## src/rtl/axis_merger_pkg.sv

```systemverilog
// Shared types and helpers for the 2-to-1 AXI-Stream merger.
// Build option: AXIS_MERGER_PRIO_EN selects fixed s0-over-s1 priority
// instead of round-robin arbitration.
package axis_merger_pkg;

    // Arbiter states
    typedef enum logic [1:0] {
        IDLE   = 2'd0,
        GRANT0 = 2'd1,
        GRANT1 = 2'd2
    } state_t;

    // Source index carried alongside each output beat
    typedef logic src_t;

    localparam src_t SRC0 = 1'b0;
    localparam src_t SRC1 = 1'b1;

    // Burst counter width: must be able to hold BURST_MAX itself
    function automatic int unsigned cnt_width(input int unsigned burst_max);
        return $clog2(burst_max + 1);
    endfunction

endpackage

```

## src/rtl/axis_merger_reg_slice.sv

```systemverilog
// Single-entry AXI-Stream output register with tvalid/tready handling.
// in_ready_c is combinational: the slot can take a beat when it is empty
// or when the held beat leaves this cycle.
module axis_reg_slice #(
    parameter int unsigned DW = 17
) (
    input  logic          clk,
    input  logic          rst_n,
    input  logic [DW-1:0] in_data,
    input  logic          in_load,
    output logic          in_ready_c,
    output logic [DW-1:0] out_data,
    output logic          out_valid,
    input  logic          out_ready
);

    logic [DW-1:0] data_q;
    logic [DW-1:0] data_d;
    logic          valid_q;
    logic          valid_d;

    // Slot availability seen by the upstream arbiter
    always_comb begin
        in_ready_c = !valid_q || out_ready;
    end

    // Load on a new beat, otherwise empty the slot once it has been taken
    always_comb begin
        data_d  = data_q;
        valid_d = valid_q;
        if (in_load) begin
            data_d  = in_data;
            valid_d = 1'b1;
        end else if (out_ready) begin
            valid_d = 1'b0;
        end
    end

    // Output register; reset discards any held beat
    always_ff @(posedge clk or negedge rst_n) begin
        if (!rst_n) begin
            data_q  <= '0;
            valid_q <= 1'b0;
        end else begin
            data_q  <= data_d;
            valid_q <= valid_d;
        end
    end

    assign out_data  = data_q;
    assign out_valid = valid_q;

endmodule

```

## src/rtl/axis_merger.sv

```systemverilog
// 2-to-1 AXI-Stream merger with burst-based arbitration and a registered
// output carrying the source index.
// Build option: AXIS_MERGER_PRIO_EN -> fixed priority (s0 wins every
// arbitration); undefined -> round-robin between the two inputs.
// A grant holds until its source drops valid or BURST_MAX beats have been
// taken; the cycle after the last beat of a full burst takes no beat and is
// spent re-arbitrating.
module axis_merger
    import axis_merger_pkg::*;
#(
    parameter int unsigned width     = 16,
    parameter int unsigned BURST_MAX = 8
) (
    input  logic             clk,
    input  logic             rst_n,
    input  logic [width-1:0] s0_axis_tdata,
    input  logic             s0_axis_tvalid,
    output logic             s0_axis_tready,
    input  logic [width-1:0] s1_axis_tdata,
    input  logic             s1_axis_tvalid,
    output logic             s1_axis_tready,
    output logic [width-1:0] m0_axis_tdata,
    output logic             m0_axis_tvalid,
    input  logic             m0_axis_tready,
    output logic             m0_axis_tsrc
);

    localparam int unsigned   CW      = cnt_width(BURST_MAX);
    localparam int unsigned   SW      = width + 1;
    localparam logic [CW-1:0] CNT_LIM = CW'(BURST_MAX);

    state_t        state_q;
    state_t        state_d;
    logic [CW-1:0] cnt_q;
    logic [CW-1:0] cnt_d;
`ifndef AXIS_MERGER_PRIO_EN
    src_t          last_grant_q;
    src_t          last_grant_d;
`endif

    logic          acc_c;
    logic          load0;
    logic          load1;
    logic          slice_load;
    logic [SW-1:0] slice_in;
    logic [SW-1:0] slice_out;

    src_t          cur_src;
    logic          cur_valid;
    logic          at_limit;
    logic          beat_ready;
    logic          release_grant;
    logic          grant_req;
    src_t          grant_src;

    // Arbiter: next state, burst count, grant history and input readies
    always_comb begin
        state_d        = state_q;
        cnt_d          = cnt_q;
`ifndef AXIS_MERGER_PRIO_EN
        last_grant_d   = last_grant_q;
`endif
        s0_axis_tready = 1'b0;
        s1_axis_tready = 1'b0;
        grant_req      = 1'b0;
        grant_src      = SRC0;
        release_grant  = 1'b0;
        cur_src        = (state_q == GRANT1) ? SRC1 : SRC0;
        cur_valid      = (cur_src == SRC1) ? s1_axis_tvalid : s0_axis_tvalid;
        at_limit       = (cnt_q == CNT_LIM);
        beat_ready     = acc_c && !at_limit;

        unique case (state_q)
            IDLE: begin
`ifdef AXIS_MERGER_PRIO_EN
                if (s0_axis_tvalid) begin
                    grant_req = 1'b1;
                    grant_src = SRC0;
                end else if (s1_axis_tvalid) begin
                    grant_req = 1'b1;
                    grant_src = SRC1;
                end
`else
                if (s0_axis_tvalid && s1_axis_tvalid) begin
                    grant_req = 1'b1;
                    grant_src = src_t'(~last_grant_q);
                end else if (s0_axis_tvalid) begin
                    grant_req = 1'b1;
                    grant_src = SRC0;
                end else if (s1_axis_tvalid) begin
                    grant_req = 1'b1;
                    grant_src = SRC1;
                end
`endif
            end

            GRANT0, GRANT1: begin
                if (cur_src == SRC1) begin
                    s1_axis_tready = beat_ready;
                end else begin
                    s0_axis_tready = beat_ready;
                end

                // A valid drop takes precedence over the burst limit
                if (!cur_valid) begin
                    release_grant = 1'b1;
                end else if (at_limit) begin
                    release_grant = 1'b1;
                end else if (beat_ready) begin
                    cnt_d = cnt_q + CW'(1);
                end

                if (release_grant) begin
`ifdef AXIS_MERGER_PRIO_EN
                    if (s0_axis_tvalid) begin
                        grant_req = 1'b1;
                        grant_src = SRC0;
                    end else if (s1_axis_tvalid) begin
                        grant_req = 1'b1;
                        grant_src = SRC1;
                    end else begin
                        state_d = IDLE;
                        cnt_d   = '0;
                    end
`else
                    if ((cur_src == SRC1) ? s0_axis_tvalid : s1_axis_tvalid) begin
                        grant_req = 1'b1;
                        grant_src = src_t'(~cur_src);
                    end else if (cur_valid) begin
                        // Limit reached, other side idle: keep the grant
                        cnt_d = '0;
                    end else begin
                        state_d = IDLE;
                        cnt_d   = '0;
                    end
`endif
                end
            end

            default: begin
                state_d = IDLE;
                cnt_d   = '0;
            end
        endcase

        if (grant_req) begin
            state_d      = (grant_src == SRC1) ? GRANT1 : GRANT0;
            cnt_d        = '0;
`ifndef AXIS_MERGER_PRIO_EN
            last_grant_d = grant_src;
`endif
        end
    end

    // Arbiter state registers
    always_ff @(posedge clk or negedge rst_n) begin
        if (!rst_n) begin
            state_q      <= IDLE;
            cnt_q        <= '0;
`ifndef AXIS_MERGER_PRIO_EN
            last_grant_q <= SRC1;
`endif
        end else begin
            state_q      <= state_d;
            cnt_q        <= cnt_d;
`ifndef AXIS_MERGER_PRIO_EN
            last_grant_q <= last_grant_d;
`endif
        end
    end

    // Beat selection into the output register
    always_comb begin
        load0      = s0_axis_tvalid && s0_axis_tready;
        load1      = s1_axis_tvalid && s1_axis_tready;
        slice_load = load0 || load1;
        slice_in   = load1 ? {SRC1, s1_axis_tdata} : {SRC0, s0_axis_tdata};
    end

    axis_reg_slice #(
        .DW (SW)
    ) u_out_slice (
        .clk        (clk),
        .rst_n      (rst_n),
        .in_data    (slice_in),
        .in_load    (slice_load),
        .in_ready_c (acc_c),
        .out_data   (slice_out),
        .out_valid  (m0_axis_tvalid),
        .out_ready  (m0_axis_tready)
    );

    assign m0_axis_tdata = slice_out[width-1:0];
    assign m0_axis_tsrc  = slice_out[width];

endmodule

```

## config.mk

```make
export PLATFORM = sky130hd
export DESIGN_NAME = axis_merger
export DESIGN_NICKNAME = d
export VERILOG_FILES = /design/src/rtl/axis_merger_pkg.sv /design/src/rtl/axis_merger_reg_slice.sv /design/src/rtl/axis_merger.sv
export SDC_FILE = /design/constraint.sdc
export NUM_CORES = 1
export LEC_CHECK = 0
export ABC_AREA = 1
export CAP_MARGIN = 25
export CORE_UTILIZATION = 35
export DETAILED_ROUTE_END_ITERATION = 6
export PLACE_DENSITY = 0.73
export SYNTH_ARGS = -nofsm -noshare
export SYNTH_HDL_FRONTEND = slang
export SYNTH_SLANG_ARGS = --single-unit
```

## constraint.sdc

```tcl
create_clock -name clk -period 1.57 [get_ports clk]
set_clock_uncertainty 0.1 [all_clocks]
set_input_delay 0.314 -clock clk [delete_from_list [all_inputs] [get_ports clk]]
set_output_delay 0.314 -clock clk [all_outputs]
set_load 0.02 [all_outputs]
```

==> metrics.csv <==
metric;value;unit
status;finished, violations left;
failing checks;setup timing;
CP endpoint kind;flop;
crit path kind;reg -> reg;
Die Ht;67.5;µm
initial antenna violation count;0;
drt first-iter violations;52;
DR vias;1583;
Slew HR;78.0;%
post-synth top area cell;dfrtp_1;
total routed wirelength;3990;µm
worst-margin pin slew;0.326;ns
Final Hold Vio Count;0;
period utilisation layout;116;%
Final setup viols;27;
Register Area;628;µm²
remaining antenna violation count after routing;0;
clock power share;6.6;%
synth cell count leaders;47 x nand2_1, 24 x dfrtp_1, 22 x nor2_1;
TritonCTS clock tree;yes;
post-synthesis sequential area ratio;41.7;%
power share of the sequential group;20.3;%
Crit Reg-Reg Startpoint;state_q[1];
Leak Pwr;1.31;nW
Mapped Nets;225;
Unique masters post-synth;23;
P_sw;2.73;mW
nets;326;
clk_lat worst skew;0.27;ns
dpl hpwl;2820;µm
RSZ-0062 raised after global routing;true;
Port-buffer cells;56;
gr usage total;19.2;%
Worst R2R Setup Slack;-0.26;ns
first drt pass iteration count;4;
Internal;3.18;mW
Mapped Cells;182;
combinational cell fraction of total power;73.1;%
Routability Congestion;0.785;
Worst setup SP type;flop;
Max Cap Viol;0;
CP Max Fanout;6;
Synth top area share;40.0;%
CTS sink count;25;
layout cells sized above 1;48.9;%
maximum clock rate;548;MHz
num ports;57;
Area growth syn-to-layout;88.6;%
# hold bufs at CTS;0;
Clock Root Buffer;clkbuf_8;
area of the multi-input gates;0.00105;mm²
die width;67.5;µm
CP arrival;1.89;ns
placed cells;314;
minimum clock period;1.83;ns
switch share;46.2;%
Via density;4.77;
ys flop type;dfrtp_1;
number of flops mapped to enable cells by yosys;0;
# fillers;335;
reg2reg path depth;11;
Post-Syn Area;0.00150;mm²
Clock Pin Slew Worst Setup and Hold Paths;0.09;ns
synth top area cells;dfrtp_1 40%, nand2_1 12%, o21ai_2 12%;
WP data required;1.63;ns
fin worst setup slack;-0.256;ns
Synth Register Bits;25;
wire length per cell;12.0;µm
final slew viol count;0;
H-tree levels;1;
Yosys Warn Count;0;
fin cells;332;
residual DRC count;0;
most common cell in the synthesized netlist;nand2_1;
die area;0.00456;mm²
Mean Syn Cell Area;8.25;µm²
first-pass GRT wire length;6620;µm
number of global-route vias before repair;1549;
VDD IR max;0.00106;V
Power Dens Cells;2090;mW/mm²
num rows;23;
post-layout util;69.8;%
classification of the worst-slack hold path;in -> async;
Starting Density;37.0;%
pin count of the biggest net entering global routing;26;
total grt overflow;0;
total CTS buffers;3;
R2R Path End;u_out_slice.out_data[3];
# diodes;0;
CTS Buffer Depth;2;
core box area;0.00406;mm²
Synth async-reset ratio;100;%
## cells by family after synthesis
group / synth area share (%)
fa+ha+maj: 5.00
flops: 41.8
simple gates: 26.3
compound gates: 18.9
buf+inv: 8.08
## worst max path at each step
stage	start	to	cells past startpoint
6_report	state_q[1]	u_out_slice.out_data[3]	11
3_3_place_gp	m0_axis_tready	s1_axis_tready	6
5_1_grt	state_q[0]	cnt_q[0]	15
3_5_place_dp	m0_axis_tready	s1_axis_tready	6
4_1_cts	state_q[1]	u_out_slice.out_data[3]	10
2_1_floorplan	cnt_q[0]	u_out_slice.out_data[9]	11
## power groups by stage
stage | Sequential [mW] | Clock, mW | Combinational, mW
final | 1.20 | 0.389 | 4.32
after global routing | 1.25 | 0.425 | 4.70
after CTS | 1.14 | 0.404 | 3.75
after detailed placement | 1.16 | 0 | 3.30
after global placement | 1.15 | 0 | 3.25
after floorplan | 1.41 | 0 | 1.77
## cell usage in the layout, fill, tap and decap left out, types with 2 or more instances in the layout
cell type,n
nand3_1,6
nand2_2,17
o21ai_2,28
nor2_2,2
nor2_1,20
dlygate4sd2_1,17
inv_8,2
o21ai_0,3
inv_1,10
nand2_1,19
nand2_8,3
buf_4,29
nand3_2,2
o21ai_1,5
clkbuf_8,3
ha_4,4
nor3_4,2
ha_1,2
clkdlybuf4s50_1,36
nand2_4,16
inv_2,7
dfrtp_1,23
buf_12,3
buf_6,11
## per-layer routing
| metal | GRT usage (%) | wire length (µm) |
|---|---|---|
| met1 | 22.4 | 1610 |
| met2 | 35.1 | 2160 |
| met3 | 3.72 | 200 |
| met4 | 5.59 | 20 |
| met5 | 0 | 0 |
## registers in the layout, summed over array words and instances (netlist names)
name                   count
cnt_q                      4
last_grant_q               1
state_q                    2
u_out_slice.out_data      17
u_out_slice.out_valid      1
## repair_timing
action | 4_1_cts | 5_1_grt
hold endpoints to repair | 0 | 0
setup endpoints to repair | 45 | 28
gates cloned | 2 | 1
pin swaps | 8 | 13
buffers inserted | 5 | 6
resized for setup | 60 | 50
## worst max-delay path, cell delays in order (launching register included)
cell	delay, ns
dfrtp_2	0.45
inv_2	0.06
ha_4	0.29
inv_6	0.04
nor3_4	0.15
buf_6	0.14
nand2_8	0.09
nand2_8	0.11
buf_12	0.14
inv_8	0.05
nand2_4	0.05
o21ai_2	0.05
## cell type report
| cell class | instances | share of cell area (%) |
|---|---|---|
| Clock buffer | 3 | 1.46 |
| Timing Repair Buffer | 97 | 32.5 |
| Tap cell | 50 | 2.21 |
| Multi-Input combinational cell | 134 | 37.1 |
| Inverter | 20 | 3.45 |
| Sequential cell | 25 | 22.2 |
| Clock inverter | 1 | 0.265 |
| Timing Repair inverter | 2 | 0.795 |
## stage by stage
| step | hold WS, ns | power [mW] | worst slack (ns) | instance area (µm²) | setup TNS [ns] |
|---|---|---|---|---|---|
| 2_1_floorplan | -0.0816 | 3.18 | -0.274 | 1580 | -4.07 |
| 3_3_place_gp | 0.358 | 4.39 | -0.620 | 2400 | -11.32 |
| 3_5_place_dp | 0.361 | 4.46 | -0.669 | 2400 | -12.23 |
| 4_1_cts | 0.304 | 5.29 | -0.251 | 2620 | -5.28 |
| 5_1_grt | 0.307 | 6.37 | -0.342 | 2830 | -8.01 |
| 6_report | 0.298 | 5.91 | -0.256 | 2830 | -5.79 |
Power figures use the tool's default switching activity.
